## src/rtl/seg_scroll_ascii.sv

```systemverilog
// Purpose: ASCII message buffer multiplexed onto NUM_DIGITS 7-segment digits with static/wrap/one-shot scroll and 16-level PWM.
// Latency: digit_sel/seg_out registered, 1 clk after digit index or PWM phase changes; buffer writes visible after the next edge.
// Backpressure: none; writes, start and stop are accepted every cycle, stop beats start.
module seg_scroll_ascii #(
    parameter int NUM_DIGITS  = 4,
    parameter int MSG_DEPTH   = 32,
    parameter int REFRESH_DIV = 25000,
    parameter int SCROLL_DIV  = 25000000,
    parameter int ACTIVE_LOW  = 0
) (
    input  logic                         clk,
    input  logic                         reset,
    input  logic                         wr_en,
    input  logic [$clog2(MSG_DEPTH)-1:0] wr_addr,
    input  logic [7:0]                   wr_data,
    input  logic [$clog2(MSG_DEPTH):0]   msg_len,
    input  logic [1:0]                   mode,
    input  logic                         start,
    input  logic                         stop,
    input  logic [3:0]                   brightness,
    output logic                         busy,
    output logic                         done,
    output logic [NUM_DIGITS-1:0]        digit_sel,
    output logic [7:0]                   seg_out
);
    localparam int   AW     = $clog2(MSG_DEPTH);
    localparam int   DW     = $clog2(NUM_DIGITS);
    localparam int   PH_DIV = REFRESH_DIV / 16;
    localparam int   SUBW   = (PH_DIV > 1) ? $clog2(PH_DIV) : 1;
    localparam int   SCW    = (SCROLL_DIV > 1) ? $clog2(SCROLL_DIV) : 1;
    localparam logic INV    = (ACTIVE_LOW != 0);

    typedef logic [AW:0] len_t;
    localparam len_t DEPTH_L = len_t'(MSG_DEPTH);

    typedef enum logic {IDLE, SCROLL} state_t;

    // ASCII to segment pattern (bit0..6 = a..g, bit7 = dp); lowercase folds to uppercase.
    function automatic logic [7:0] font(input logic [7:0] c);
        logic [7:0] u;
        u = ((c >= 8'h61) && (c <= 8'h7A)) ? (c - 8'h20) : c;
        case (u)
            8'h30: font = 8'h3F;  8'h31: font = 8'h06;  8'h32: font = 8'h5B;  8'h33: font = 8'h4F;
            8'h34: font = 8'h66;  8'h35: font = 8'h6D;  8'h36: font = 8'h7D;  8'h37: font = 8'h07;
            8'h38: font = 8'h7F;  8'h39: font = 8'h6F;
            8'h41: font = 8'h77;  8'h42: font = 8'h7C;  8'h43: font = 8'h39;  8'h44: font = 8'h5E;
            8'h45: font = 8'h79;  8'h46: font = 8'h71;  8'h47: font = 8'h3D;  8'h48: font = 8'h76;
            8'h49: font = 8'h30;  8'h4A: font = 8'h1E;  8'h4B: font = 8'h75;  8'h4C: font = 8'h38;
            8'h4D: font = 8'h37;  8'h4E: font = 8'h54;  8'h4F: font = 8'h3F;  8'h50: font = 8'h73;
            8'h51: font = 8'h67;  8'h52: font = 8'h50;  8'h53: font = 8'h6D;  8'h54: font = 8'h78;
            8'h55: font = 8'h3E;  8'h56: font = 8'h1C;  8'h57: font = 8'h2A;  8'h58: font = 8'h49;
            8'h59: font = 8'h6E;  8'h5A: font = 8'h5B;
            8'h2D: font = 8'h40;  // '-'
            8'h5F: font = 8'h08;  // '_'
            8'h2E: font = 8'h80;  // '.'
            default: font = 8'h00;
        endcase
    endfunction

    logic [7:0]      msg_mem [MSG_DEPTH];
    len_t            len_c;
    logic [SUBW-1:0] sub_cnt;
    logic [3:0]      phase;
    logic [DW-1:0]   dig;
    len_t            ptr, ptr_nxt, ptr_inc;
    logic            slot_end, frame_end, wrap_ptr;

    state_t          state, state_nxt;
    logic [SCW-1:0]  scr_cnt, scr_cnt_nxt;
    len_t            offset, offset_nxt, offset_inc;
    logic [1:0]      mode_l, mode_l_nxt;
    logic            done_nxt, start_ok;

    logic [7:0]            cur_seg;
    logic                  lit;
    logic [NUM_DIGITS-1:0] sel_raw;

    // Lengths beyond the buffer are treated as the full buffer.
    assign len_c = (msg_len > DEPTH_L) ? DEPTH_L : msg_len;

    // Message buffer write port; contents deliberately survive reset.
    always_ff @(posedge clk) begin
        if (wr_en) msg_mem[wr_addr] <= wr_data;
    end

    // The refresh prescaler is split into PWM phase (upper) and sub-phase (lower) so no divider is needed.
    assign slot_end  = (phase == 4'd15) && (sub_cnt == SUBW'(PH_DIV - 1));
    assign frame_end = slot_end && (dig == DW'(NUM_DIGITS - 1));
    assign busy      = (state == SCROLL);
    // While scrolling the latched mode decides pointer wrap; when idle the live mode does.
    assign wrap_ptr  = ((state == SCROLL) ? mode_l : mode) == 2'd1;

    // Character pointer for the next digit: reload at frame start, otherwise step with wrap or saturation.
    always_comb begin
        ptr_inc = ptr + 1'b1;
        ptr_nxt = ptr;
        if (frame_end)
            ptr_nxt = offset;
        else if (wrap_ptr)
            ptr_nxt = (ptr_inc >= len_c) ? '0 : ptr_inc;
        else
            ptr_nxt = (ptr >= len_c) ? len_c : ptr_inc;
    end

    // Refresh prescaler, digit index and character pointer.
    always_ff @(posedge clk or posedge reset) begin
        if (reset) begin
            sub_cnt <= '0;
            phase   <= '0;
            dig     <= '0;
            ptr     <= '0;
        end else begin
            if (sub_cnt == SUBW'(PH_DIV - 1)) begin
                sub_cnt <= '0;
                phase   <= phase + 4'd1;
            end else begin
                sub_cnt <= sub_cnt + 1'b1;
            end
            if (slot_end) begin
                dig <= frame_end ? '0 : dig + 1'b1;
                ptr <= ptr_nxt;
            end
        end
    end

    assign start_ok = start && ((mode == 2'd1) || (mode == 2'd2)) && (len_c != '0);

    // Scroll FSM next state: stop wins, a valid start (re)enters SCROLL, otherwise step offset on counter wrap.
    always_comb begin
        state_nxt   = state;
        scr_cnt_nxt = scr_cnt;
        offset_nxt  = offset;
        mode_l_nxt  = mode_l;
        done_nxt    = 1'b0;
        offset_inc  = offset + 1'b1;
        if (stop) begin
            state_nxt   = IDLE;
            scr_cnt_nxt = '0;
            offset_nxt  = '0;
        end else if (start_ok) begin
            state_nxt   = SCROLL;
            scr_cnt_nxt = '0;
            offset_nxt  = '0;
            mode_l_nxt  = mode;
        end else if (state == SCROLL) begin
            if (scr_cnt == SCW'(SCROLL_DIV - 1)) begin
                scr_cnt_nxt = '0;
                // Uses live msg_len, so a shrunken message wraps or completes on this step.
                if (offset_inc >= len_c) begin
                    offset_nxt = '0;
                    if (mode_l != 2'd1) begin
                        state_nxt = IDLE;
                        done_nxt  = 1'b1;
                    end
                end else begin
                    offset_nxt = offset_inc;
                end
            end else begin
                scr_cnt_nxt = scr_cnt + 1'b1;
            end
        end
    end

    // Scroll FSM state register.
    always_ff @(posedge clk or posedge reset) begin
        if (reset) begin
            state   <= IDLE;
            scr_cnt <= '0;
            offset  <= '0;
            mode_l  <= '0;
            done    <= 1'b0;
        end else begin
            state   <= state_nxt;
            scr_cnt <= scr_cnt_nxt;
            offset  <= offset_nxt;
            mode_l  <= mode_l_nxt;
            done    <= done_nxt;
        end
    end

    assign cur_seg = ((ptr >= len_c) || (len_c == '0)) ? 8'h00 : font(msg_mem[ptr[AW-1:0]]);
    assign lit     = (phase <= brightness);
    assign sel_raw = lit ? (NUM_DIGITS'(1) << dig) : '0;

    // Output register with optional polarity inversion for active-low boards.
    always_ff @(posedge clk or posedge reset) begin
        if (reset) begin
            digit_sel <= {NUM_DIGITS{INV}};
            seg_out   <= {8{INV}};
        end else begin
            digit_sel <= sel_raw ^ {NUM_DIGITS{INV}};
            seg_out   <= cur_seg ^ {8{INV}};
        end
    end

endmodule

```

## config.mk

```make
export PLATFORM = sky130hd
export DESIGN_NAME = seg_scroll_ascii
export DESIGN_NICKNAME = d
export VERILOG_FILES = /design/src/rtl/seg_scroll_ascii.sv
export SDC_FILE = /design/constraint.sdc
export NUM_CORES = 1
export LEC_CHECK = 0
export BUFFER_PORTS_ARGS = -buffer_cell sky130_fd_sc_hd__buf_2
export CAP_MARGIN = 10
export CELL_PAD_IN_SITES_DETAIL_PLACEMENT = 1
export CELL_PAD_IN_SITES_GLOBAL_PLACEMENT = 1
export CORE_ASPECT_RATIO = 2
export CORE_MARGIN = 5
export CORE_UTILIZATION = 45
export DETAILED_ROUTE_END_ITERATION = 12
export PLACE_DENSITY_LB_ADDON = 0.1
export SYNTH_ARGS = -nofsm -noshare
export SYNTH_HDL_FRONTEND = slang
export SYNTH_SLANG_ARGS = --single-unit
```

## constraint.sdc

```tcl
create_clock -name clk -period 4.8 [get_ports clk]
set_input_delay 0.48 -clock clk [delete_from_list [all_inputs] [get_ports clk]]
set_output_delay 0.48 -clock clk [all_outputs]
set_load 0.03 [all_outputs]
```

### Word level (Yosys, flattened, before mapping)

Memory sizes are Yosys's and may differ from the RTL's.
Cells that the tools add are included.

| word-level totals | value |
|---|---|
| memories kept | 2 |
| RAM bits | 256 |
| ROM bits | 1024 |
| flip-flop bits (word level) | 70 |
| output and inout port bits | 14 |

| cells by class | value |
|---|---|
| equal/unequal tests | 8 |
| bitwise logic cells | 1 |
| add/subtract/negate cells | 7 |
| $lt $le $gt $ge | 7 |
| reductions and logical operators | 13 |
| shift-type cells | 1 |
| multiplexer cells | 35 |

Memory list:

| memory | depth | width | read ports | clocked after memory_dff | write ports | line | text |
|---|---|---|---|---|---|---|---|
| (no name shown) | 128 | 8 | 1 | 0 | 0 | 42 | `case (u)` |
| msg_mem | 32 | 8 | 1 | 0 | 1 | 60 | `logic [7:0] msg_mem [MSG_DEPTH];` |

Operators with widths:

| kind | number |
|---|---|
| 2-to-1 mux 25 bit | 4 |
| 2-to-1 mux 6 bit | 10 |
| adder 25 x 1 -> 25 bit (second input constant) | 1 |
| == test 25 bit (second input constant) | 1 |
| 2-to-1 mux 8 bit | 3 |
| greater-or-equal comparator 6 bit | 3 |
| 2-to-1 mux 1 bit | 14 |
| adder 6 x 1 -> 6 bit (second input constant) | 2 |
| adder 11 x 1 -> 11 bit (second input constant) | 1 |
| == test 11 bit (second input constant) | 1 |
| 2-to-1 mux 11 bit | 1 |
| greater-or-equal comparator 8 x 7 -> 1 bit (second input constant) | 1 |
| <= comparator 8 x 7 -> 1 bit (second input constant) | 1 |
| subtractor 8 x 6 -> 8 bit (second input constant) | 1 |
| > comparator 6 bit (second input constant) | 1 |
| zero test 6 bit | 1 |
| nonzero test 3 bit | 2 |
| nonzero test 6 bit | 1 |
| logical AND 1 bit | 5 |
| adder 4 x 1 -> 4 bit (second input constant) | 1 |
| == test 2 x 1 -> 1 bit (second input constant) | 2 |
| == test 2 bit (second input constant) | 2 |
| == test 4 bit (second input constant) | 1 |
| <= comparator 4 bit | 1 |
| other kinds (8) | 11 |

### Depth between registers and ports, before layout

Gate-level depths: netlist of the first run.

| depth | value |
|---|---|
| word-level depth | 8 |
| mapped depth | 16 |

### Least setup slack after synthesis of the first run

No wires, ideal clock.

| timing path | value |
|---|---|
| path type | reg2reg |
| start point | register ptr[0] |
| end point | register seg_out[2] |
| stages on the path, launching flop included | 14 |
| setup slack | 1495 ps |
| path buffers | 2 |
| arrival | 3240 ps |
| cell sequence | dfrtp_1 buf_4 buf_6 mux4_2 mux2_2 nand3_1 nand4_1 inv_1 ha_1 o21a_1 nor3_2 o41ai_4 nor4bb_1 o21a_1 |

| between the ends | value |
|---|---|
| longest elaborated chain between the ends | 7 |
| elaborated cells on any way between the ends | 11 |

RTL lines:

| item | line | text |
|---|---|---|
| start, declared | 65 | `len_t ptr, ptr_nxt, ptr_inc;` |
| start signal, assigned | 121 | `ptr <= ptr_nxt;` |
| memory (32 x 8 bit) | -- |  |
| greater-or-equal comparator 8 x 7 -> 1 bit / <= comparator 8 x 7 -> 1 bit (equally long branches) | 41 | `u = ((c >= 8'h61) && (c <= 8'h7A)) ? (c - 8'h20) : c;` |
| logical AND 1 bit | 41 |  |
| 2-to-1 mux 8 bit | 41 |  |
| memory (128 x 8 bit) | -- |  |
| 2-to-1 mux 8 bit | 42 |  |
| 2-to-1 mux 8 bit * | 181 | `assign cur_seg = ((ptr >= len_c) \|\| (len_c == '0)) ? 8'h00 : font(msg_mem[ptr[AW-1:0]]);` |
| named net cur_seg[2] | 74 | `logic [7:0] cur_seg;` |
| end signal, assigned | 189 | `seg_out <= {8{INV}};` |
| end signal, assigned | 192 | `seg_out <= cur_seg ^ {8{INV}};` |
| end, declared | 24 | `output logic [7:0] seg_out` |

The timed path passes the listed nets; every way through them passes the cells marked *.
A chain may end at the register's enable or synchronous reset.

### Worst setup path after layout of the first run

| timing path | value |
|---|---|
| start point | register ptr[2] |
| end point | register seg_out[2] |

Same word-level chain as after synthesis.

==> qor_table.md, run 1 <==
| Item | Value |
|:---|:---|
| Data arrival time of the critical path | 4.48 ns |
| CTS Hold Bufs | 0 |
| Outcome | finished clean |
| Overall track demand over capacity in global routing | 0.216 |
| Clock period minus final worst setup slack | 3.97 ns |
| Die outline area | 37000 sq um |
| Largest incremental delay on the critical path | 0.86 ns |
| Critical path capture point type | flip-flop |
| Number of cells upsized or downsized after cts | 0 |
| Total of warnings raised by yosys | 0 |
| Routed wire length | 39500 microns |
| Top delay family on crit path | compound AO/OA/AOI/OAI gates |
| Die width | 139 microns |
| Row Count | 94 |
| Crit Path Category | reg2reg |
| Clock tree from TritonCTS | yes |
| Number of enable flip-flop cells after synthesis | 256 |
| Critical R2R Capture | seg_out[2]$_DFF_PP0_ |
| Final cell area excluding filler cells | 16500 sq um |
| Part of the Yosys area used for sequential elements | 0.635 |
| Remaining antenna violation count | 0 |
| Number of buffers and inverters on the critical path | 2 |
| Post-synthesis average cell area | 14.1 sq um |
| Post-detailed-placement cell area | 15500 sq um |
| Average wire per cell in the routed design | 25.2 microns |
| Final weighted congestion in routability-driven placement | 0.892 |
| Count of maximum capacitance violations | 0 |
| Reg-to-reg setup timing slack | 0.83 ns |
| Antenna diodes | 0 |
| Max-slew violations | 0 |
| Most frequently used flop master after synthesis | edfxtp_1 |
| Hold Fails Final Rpt | 0 |
| Cell area after synthesis | 14900 sq um |
| Total setup buffers inserted after CTS | 0 |
| HPWL reported at the end of detailed placement | 28900 microns |
| Share of layout cells above drive strength 1 | 0.150 |
| Distinct cells, synth | 76 |
| Pwr per Cell Area | 337 nW/um^2 |
| Endpoint required time on the critical path | 5.31 ns |
| Cell-by-cell trace of the critical path | buf_4 > mux2i_1 > a221oi_1 > o21ai_1 > and4_1 > inv_1 > ha_1 > o21a_1 > nor3_2 > o41ai_4 > nor4bb_1 > o21a_1 |
| Number of sinks handled by clock tree synthesis | 326 |
| Starting density of the core | 0.453 |
| Clock H-tree levels | 1 |
| Clock root buffer | clkbuf_16 |
| Final net count | 1182 |
| Pin count of the biggest net entering global routing | 39 |
| Port buffer count | 43 |
| Detailed-routing iteration count for the pre-antenna-repair pass | 5 |
| Measured slew at the worst slew-check pin | 1.24 ns |
| Count of state elements after synthesis | 326 |
| Hold Path Class | in2async |
| Worst setup path end | seg_out[2]$_DFF_PP0_ |
| Total vias in the final route | 8930 |
| Final period utilization | 0.826 |
| DRC marker count from the first detailed-route iteration | 442 |
| Sw Ratio | 0.214 |
| Clock network fraction of total power | 0.411 |
| Startpoint type of the worst setup path | flip-flop |
| First-pass GRT wire length | 60200 microns |
| Highest-delay cell along the critical path | dfrtp_4 |
| Cell depth of the worst flop-to-flop path | 12 |
| Final setup violating endpoints | 0 |
| Number of clock buffers inserted by TritonCTS | 30 |
| Worst rel slew slack | 0.171 |
| Worst ir drop on vdd | 0.000291 V |
| Post-synthesis net count | 1123 |
| Int Power | 4.37 mW |
| Achievable clock frequency | 0.252 GHz |
| Launch point of the worst reg-to-reg path | ptr[2]$_DFFE_PP0P_ |
| DRC errors left | 0 |
| Post-Syn Instances | 1053 |
| Timing startpoint of the critical path | ptr[2]$_DFFE_PP0P_ |
| CTS clock-pin slew for the worst setup and hold paths | 0.07 ns |
| Synth-to-layout area growth | 10.9% |
| Gate power share | 0.032 |
| Worst clock skew | 0.0109 ns |
| Placeable Area | 32800 sq um |
| Leakage power summed over all cells | 6.46 nW |
| Instance count on the critical path | 12 |
| Die boundary height | 267 microns |
| Async SR Flop Fraction | 0.215 |
| Setup repair after global routing missed its margin | false |
| Via density per instance | 5.70 |
| Net switching component of the power | 1.19 mW |
| Relative contribution of sequential cells to total power | 0.556 |
| Number of global-route vias before repair | 9881 |
| Sum of negative setup slack | 0 ns |
| Number of buffers on the longest clock path | 3 |
| GRT overflow | 0 |
| Number of antenna violations at the first check in global routing | 0 |
| Maximum fanout along the worst path | 36 |
| Clock insertion delay at the later pin of the skew report | 0.57 ns |
| Number of top-level pins | 44 |
| Critical path's most frequent cell | o21a_1 |
[power groups by stage]
stage               Combinational (mW)  Sequential [mW]  Clock [mW]
finish                           0.180             3.09        2.29
global route                     0.201             3.09        2.46
CTS                              0.184             3.09        2.35
detailed placement               0.183             3.15           0
global placement                 0.178             3.15           0
floorplan                       0.0904             3.15           0
[cell families after synthesis]
family / share of synthesized area
flops: 0.635
simple gates: 0.0996
compound gates: 0.0757
mux: 0.102
buf+inv: 0.0285
xor+xnor: 0.0253
fa+ha+maj: 0.0337
[placed cells by master (no fill, tap or decap), types with 5 or more instances in the layout]
cell type,Yosys,routed
mux2_2,7,7
o21ai_0,23,23
nand2b_1,13,13
edfxtp_1,256,256
a22oi_1,34,34
clkbuf_16,0,31
and2_1,8,8
a21oi_1,33,33
nor2b_1,12,12
dfrtp_1,70,69
clkbuf_1,17,5
mux2i_1,92,92
a21o_1,5,5
nand2_1,59,59
nor4_1,5,5
xnor2_1,20,20
nor2_1,90,90
buf_2,14,43
buf_4,2,27
mux4_2,22,22
nand4_1,14,14
o21a_1,8,8
ha_1,40,40
and3_1,6,6
clkinvlp_4,0,5
a22o_1,7,7
a221oi_1,6,6
clkinv_2,0,5
nand3_1,30,30
nor3_1,15,15
xor2_1,23,23
and4_1,5,5
inv_1,25,24
nand3b_1,7,7
or3_1,5,5
[sequential cells by signal, indices dropped and copies added, names as in the netlist]
signal	flops
phase	4
sub_cnt	11
mode_l	2
scr_cnt	25
seg_out	8
ptr	6
dig	2
digit_sel	4
done	1
offset	6
busy	1
msg_mem	256
[worst min path at each step]
| stage | start | to | slack, ns | cells after the start |
|---|---|---|---|---|
| after floorplan | sub_cnt[5]$_DFF_PP0_ | sub_cnt[5]$_DFF_PP0_ | 0.46 | 1 |
| after global placement | mode_l[0]$_DFFE_PP0P_ | mode_l[0]$_DFFE_PP0P_ | 0.49 | 1 |
| after detailed placement | mode_l[0]$_DFFE_PP0P_ | mode_l[0]$_DFFE_PP0P_ | 0.49 | 1 |
| after CTS | reset | mode_l[1]$_DFFE_PP0P_ | 0.05 | 2 |
| after global routing | reset | mode_l[0]$_DFFE_PP0P_ | 0.10 | 2 |
| final | reset | mode_l[0]$_DFFE_PP0P_ | 0.04 | 2 |
[stage by stage]
stage / instances / setup slack (ns) / power [mW] / hold WS [ns] / utilization
3_3_place_gp: 1511 / 0.932 / 3.33 / 0.487 / 0.474
6_report: 1567 / 0.834 / 5.56 / 0.0373 / 0.502
5_1_grt: 1567 / 0.494 / 5.76 / 0.103 / 0.502
3_5_place_dp: 1511 / 0.830 / 3.34 / 0.492 / 0.474
4_1_cts: 1566 / 0.822 / 5.63 / 0.0499 / 0.502
2_1_floorplan: 1053 / 1.50 / 3.24 / 0.459 / -
[synth_stat cells, types with 8 or more instances]
| cell | number | share of area |
|---|---|---|
| nor2b_1 | 12 | 0.0050 |
| mux2i_1 | 92 | 0.062 |
| nand4_1 | 14 | 0.0059 |
| dfrtp_1 | 70 | 0.12 |
| a22oi_1 | 34 | 0.017 |
| nand2b_1 | 13 | 0.0055 |
| nor2_1 | 90 | 0.023 |
| inv_1 | 25 | 0.0063 |
| ha_1 | 40 | 0.034 |
| xnor2_1 | 20 | 0.012 |
| clkbuf_1 | 17 | 0.0043 |
| edfxtp_1 | 256 | 0.52 |
| a21oi_1 | 33 | 0.011 |
| o21ai_0 | 23 | 0.0077 |
| and2_1 | 8 | 0.0034 |
| nor3_1 | 15 | 0.0050 |
| buf_2 | 14 | 0.0047 |
| nand3_1 | 30 | 0.010 |
| nand2_1 | 59 | 0.015 |
| xor2_1 | 23 | 0.014 |
| mux4_2 | 22 | 0.033 |
| o21a_1 | 8 | 0.0040 |
[final cells by class]
cell class	count	area, sq um
Clock buffer	36	795
Clock inverter	19	139
Fill cell	3242	16300
Inverter	25	93.8
Multi-Input combinational cell	656	5010
Sequential cell	326	9440
Tap cell	432	541
Timing Repair Buffer	73	469
[routing by layer]
metal	vias up	GRT usage	share of wire
met2	188	0.440	0.59
met3	73	0.0268	0.033
met1	4564	0.209	0.33
met4	0	0.104	0.048
li1	4105	-	-
met5	-	0	0
Note: power is estimated with default switching activity, not from simulation.
==> run 2, diff against run 1 <==
clock period = 3.21 ns   (was 4.8 ns; I/O delays follow)
==> run 2 against run 1 <==
The run now ends with setup timing left. Power increased by 54%. Cell count grew 6.6%. Sequential share of layout area fell by 3.2 points. Clock skew rose by 0.0069 ns. Clock-buffer cell count fell by 3. Hold slack better by 0.10 ns.
==> qor_table.md, run 2 (synthesis results as in run 1) <==
| Item | Value | Change |
|:---|:---|:---|
| Outcome | complete, but fails checks |  |
| Violated checks | setup timing |  |
| Startpoint type of the worst setup path | flip-flop |  |
| Critical path's most frequent cell | mux4_2 |  |
| Critical path capture point type | flip-flop |  |
| Worst setup slack before clock tree synthesis | -0.397 ns | -1.23 ns |
| Share of layout cells above drive strength 1 | 0.228 | +0.0780 |
| Worst hold-check slack | 0.141 ns | +0.104 ns |
| Timing startpoint of the critical path | ptr[0]$_DFFE_PP0P_ |  |
| Synth-to-layout area growth | 17.5% |  |
| Clock root buffer | clkbuf_16 |  |
| Highest-delay cell along the critical path | mux4_2 |  |
| Clock network fraction of total power | 0.424 | +0.013 |
| CTS clock-pin slew for the worst setup and hold paths | 0.08 ns | about the same |
| Hold Fails Final Rpt | 0 | unchanged |
| Sw Ratio | 0.215 | +0.000434 |
| Clock H-tree levels | 1 | unchanged |
| DRC errors left | 0 | unchanged |
| Beginning of the worst hold path | msg_len[4] |  |
| Pwr per Cell Area | 489 nW/um^2 | +45% |
| Clock period minus final worst setup slack | 3.35 ns | -0.619 ns |
| Antenna diodes | 0 | unchanged |
| Clock insertion delay at the later pin of the skew report | 0.58 ns | about the same |
| GRT overflow | 0 | unchanged |
| Final weighted congestion in routability-driven placement | 0.870 | -2.5% |
| Achievable clock frequency | 0.299 GHz | +19% |
| Number of sinks handled by clock tree synthesis | 326 | unchanged |
| Setup repair after global routing missed its margin | true |  |
| Fill cells | 3221 | -0.65% |
| Starting density of the core | 0.453 | unchanged |
| Number of flip-flops in the largest register | 256 | unchanged |
| Top delay family on crit path | multiplexers |  |
| Worst ir drop on vdd | 0.000502 V | +72% |
| Via density per instance | 5.68 | -0.36% |
| Maximum fanout along the worst path | 8 | -78% |
| Final period utilization | 1.04 | +0.216 |
| Pin count of the biggest net entering global routing | 37 | -5.1% |
| Relative contribution of sequential cells to total power | 0.541 | -0.015 |
| Number of top-level pins | 44 | unchanged |
| First-pass GRT wire length | 62000 microns | +3.1% |
| Launch point of the worst reg-to-reg path | ptr[0]$_DFFE_PP0P_ |  |
| Net switching component of the power | 1.84 mW | +54% |
| Row Count | 94 | unchanged |
| Remaining antenna violation count | 0 | unchanged |
| Die boundary height | 267 microns | unchanged |
| Routed wire length | 41500 microns | +4.9% |
| Int Power | 6.72 mW | +54% |
| Data arrival time of the critical path | 3.87 ns | -0.61 ns |
| Max-slew violations | 0 | unchanged |
| Number of global-route vias before repair | 10300 | +4.0% |
| HPWL reported at the end of detailed placement | 30600 microns | +6.0% |
| Final setup violating endpoints | 7 | +7 |
| Number of buffers on the longest clock path | 3 | unchanged |
| Port buffer count | 43 | unchanged |
| Number of antenna violations at the first check in global routing | 0 | unchanged |
| Overall track demand over capacity in global routing | 0.222 | +0.00607 |
| Number of clock buffers inserted by TritonCTS | 30 | unchanged |
| Die outline area | 37000 sq um | unchanged |
| Measured slew at the worst slew-check pin | 0.989 ns | -0.250 ns |
| Number of buffers and inverters on the critical path | 1 | -1 |
| Register with the most flip-flops | msg_mem |  |
| Leakage power summed over all cells | 7.04 nW | +9.0% |
| Worst Setup Slack, final | -0.137 ns | -0.971 ns |
| Hold Path Class | in2reg |  |
| Worst clock skew | 0.0177 ns | +0.00687 ns |
| Worst rel slew slack | 0.339 | +0.167 |
| Commonest cells after routing, fill and taps aside | edfxtp_1, buf_4, mux2i_1 |  |
| Commonest non-fill, non-tap cell in the layout | edfxtp_1 |  |
| Largest incremental delay on the critical path | 0.50 ns | -0.36 ns |
| Gate power share | 0.035 | +0.003 |
| Endpoint required time on the critical path | 3.73 ns | -1.58 ns |
| Average wire per cell in the routed design | 24.8 microns | -1.6% |
| Cell-by-cell trace of the critical path | buf_12 > mux4_2 > mux4_2 > nand2b_4 > o211ai_1 > ha_1 > or2_4 > o41ai_4 > nor4bb_2 > o21a_1 |  |
| Die width | 139 microns | unchanged |
| Placeable Area | 32800 sq um | unchanged |
| Clock tree from TritonCTS | yes |  |
| Final net count | 1284 | +8.6% |
| Detailed-routing iteration count for the pre-antenna-repair pass | 8 | +3 |
| DRC marker count from the first detailed-route iteration | 532 | +20% |
| Total vias in the final route | 9483 | +6.2% |
| Count of maximum capacitance violations | 0 | unchanged |
| Crit Path Category | reg2reg |  |
| Largest registers | msg_mem: 256 flops, scr_cnt: 25 flops, sub_cnt: 11 flops |  |
[run 2: changes by cell type in the layout (fill, tap and decap cells not counted), moves of 3 or more]
cell           delta
buf_12            +6
buf_4            +90
clkbuf_1          -3
clkinvlp_2        -3
dlygate4sd3_1     +3
[run 2: path summary, 6_finish.rpt]
kind / end / slack (ns) / depth (start not counted)
max in group asynchronous: ptr[2]$_DFFE_PP0P_ / 2.06 / 4
worst min-delay path: ptr[4]$_DFFE_PP0P_ / 0.14 / 3
worst min register to register: sub_cnt[0]$_DFF_PP0_ / 0.49 / 1
worst max-delay path: seg_out[2]$_DFF_PP0_ / -0.14 / 10
worst max register to register: seg_out[2]$_DFF_PP0_ / -0.14 / 10
min in group asynchronous: seg_out[4]$_DFF_PP0_ / 0.44 / 3
[run 2: power by group through the flow]
| stage | registers [mW] | logic, mW | clock network (mW) |
|---|---|---|---|
| 5_1_grt | 4.63 | 0.331 | 3.92 |
| 2_1_floorplan | 4.71 | 0.135 | 0 |
| 6_report | 4.62 | 0.302 | 3.63 |
| 4_1_cts | 4.63 | 0.305 | 3.70 |
| 3_3_place_gp | 4.71 | 0.291 | 0 |
| 3_5_place_dp | 4.72 | 0.299 | 0 |
[run 2: final cells by class]
| class | instances | area (sq um) | area share |
|---|---|---|---|
| inverter | 25 | 93.8 | 0.00537 |
| tap | 432 | 541 | 0.0309 |
| timing repair buffer | 174 | 1320 | 0.0754 |
| clock inverter | 23 | 210 | 0.0120 |
| clock buffer | 33 | 783 | 0.0448 |
| sequential | 326 | 9450 | 0.540 |
| multi-input combinational | 657 | 5090 | 0.291 |
[run 2: timing repair]
action	in CTS	in global routing
gates cloned	0	1
hold buffers	3	0
pin swaps	7	8
endpoints found under the setup margin	8	9
endpoints found under the hold margin	36	0
resized for setup	6	10
buffers inserted	3	0
[run 2: metal layers]
metal / up-vias / global-route usage / share of wire
li1: 4310 / - / -
met3: 101 / 0.0216 / 0.028
met2: 212 / 0.456 / 0.59
met1: 4860 / 0.211 / 0.32
met4: 0 / 0.118 / 0.058
met5: - / 0 / 0
[run 2: worst reg2reg max path: stages, from the launching register on]
cell      delay [ns]
dfrtp_1         0.42
buf_12          0.16
mux4_2          0.50
mux4_2          0.46
nand2b_4        0.16
o211ai_1        0.20
ha_1            0.32
or2_4           0.24
o41ai_4         0.39
nor4bb_2        0.29
o21a_1          0.15
[run 2: per-stage QoR]
step	power [mW]	instances	setup TNS, ns	util	cell area (sq um)
after floorplan	4.85	1053	-0.0273	-	14900
after global placement	5.00	1608	-1.53	0.498	16400
after CTS	8.63	1670	-0.569	0.531	17400
after detailed placement	5.01	1608	-2.49	0.498	16400
final	8.55	1670	-0.751	0.533	17500
after global routing	8.87	1670	-1.58	0.533	17500
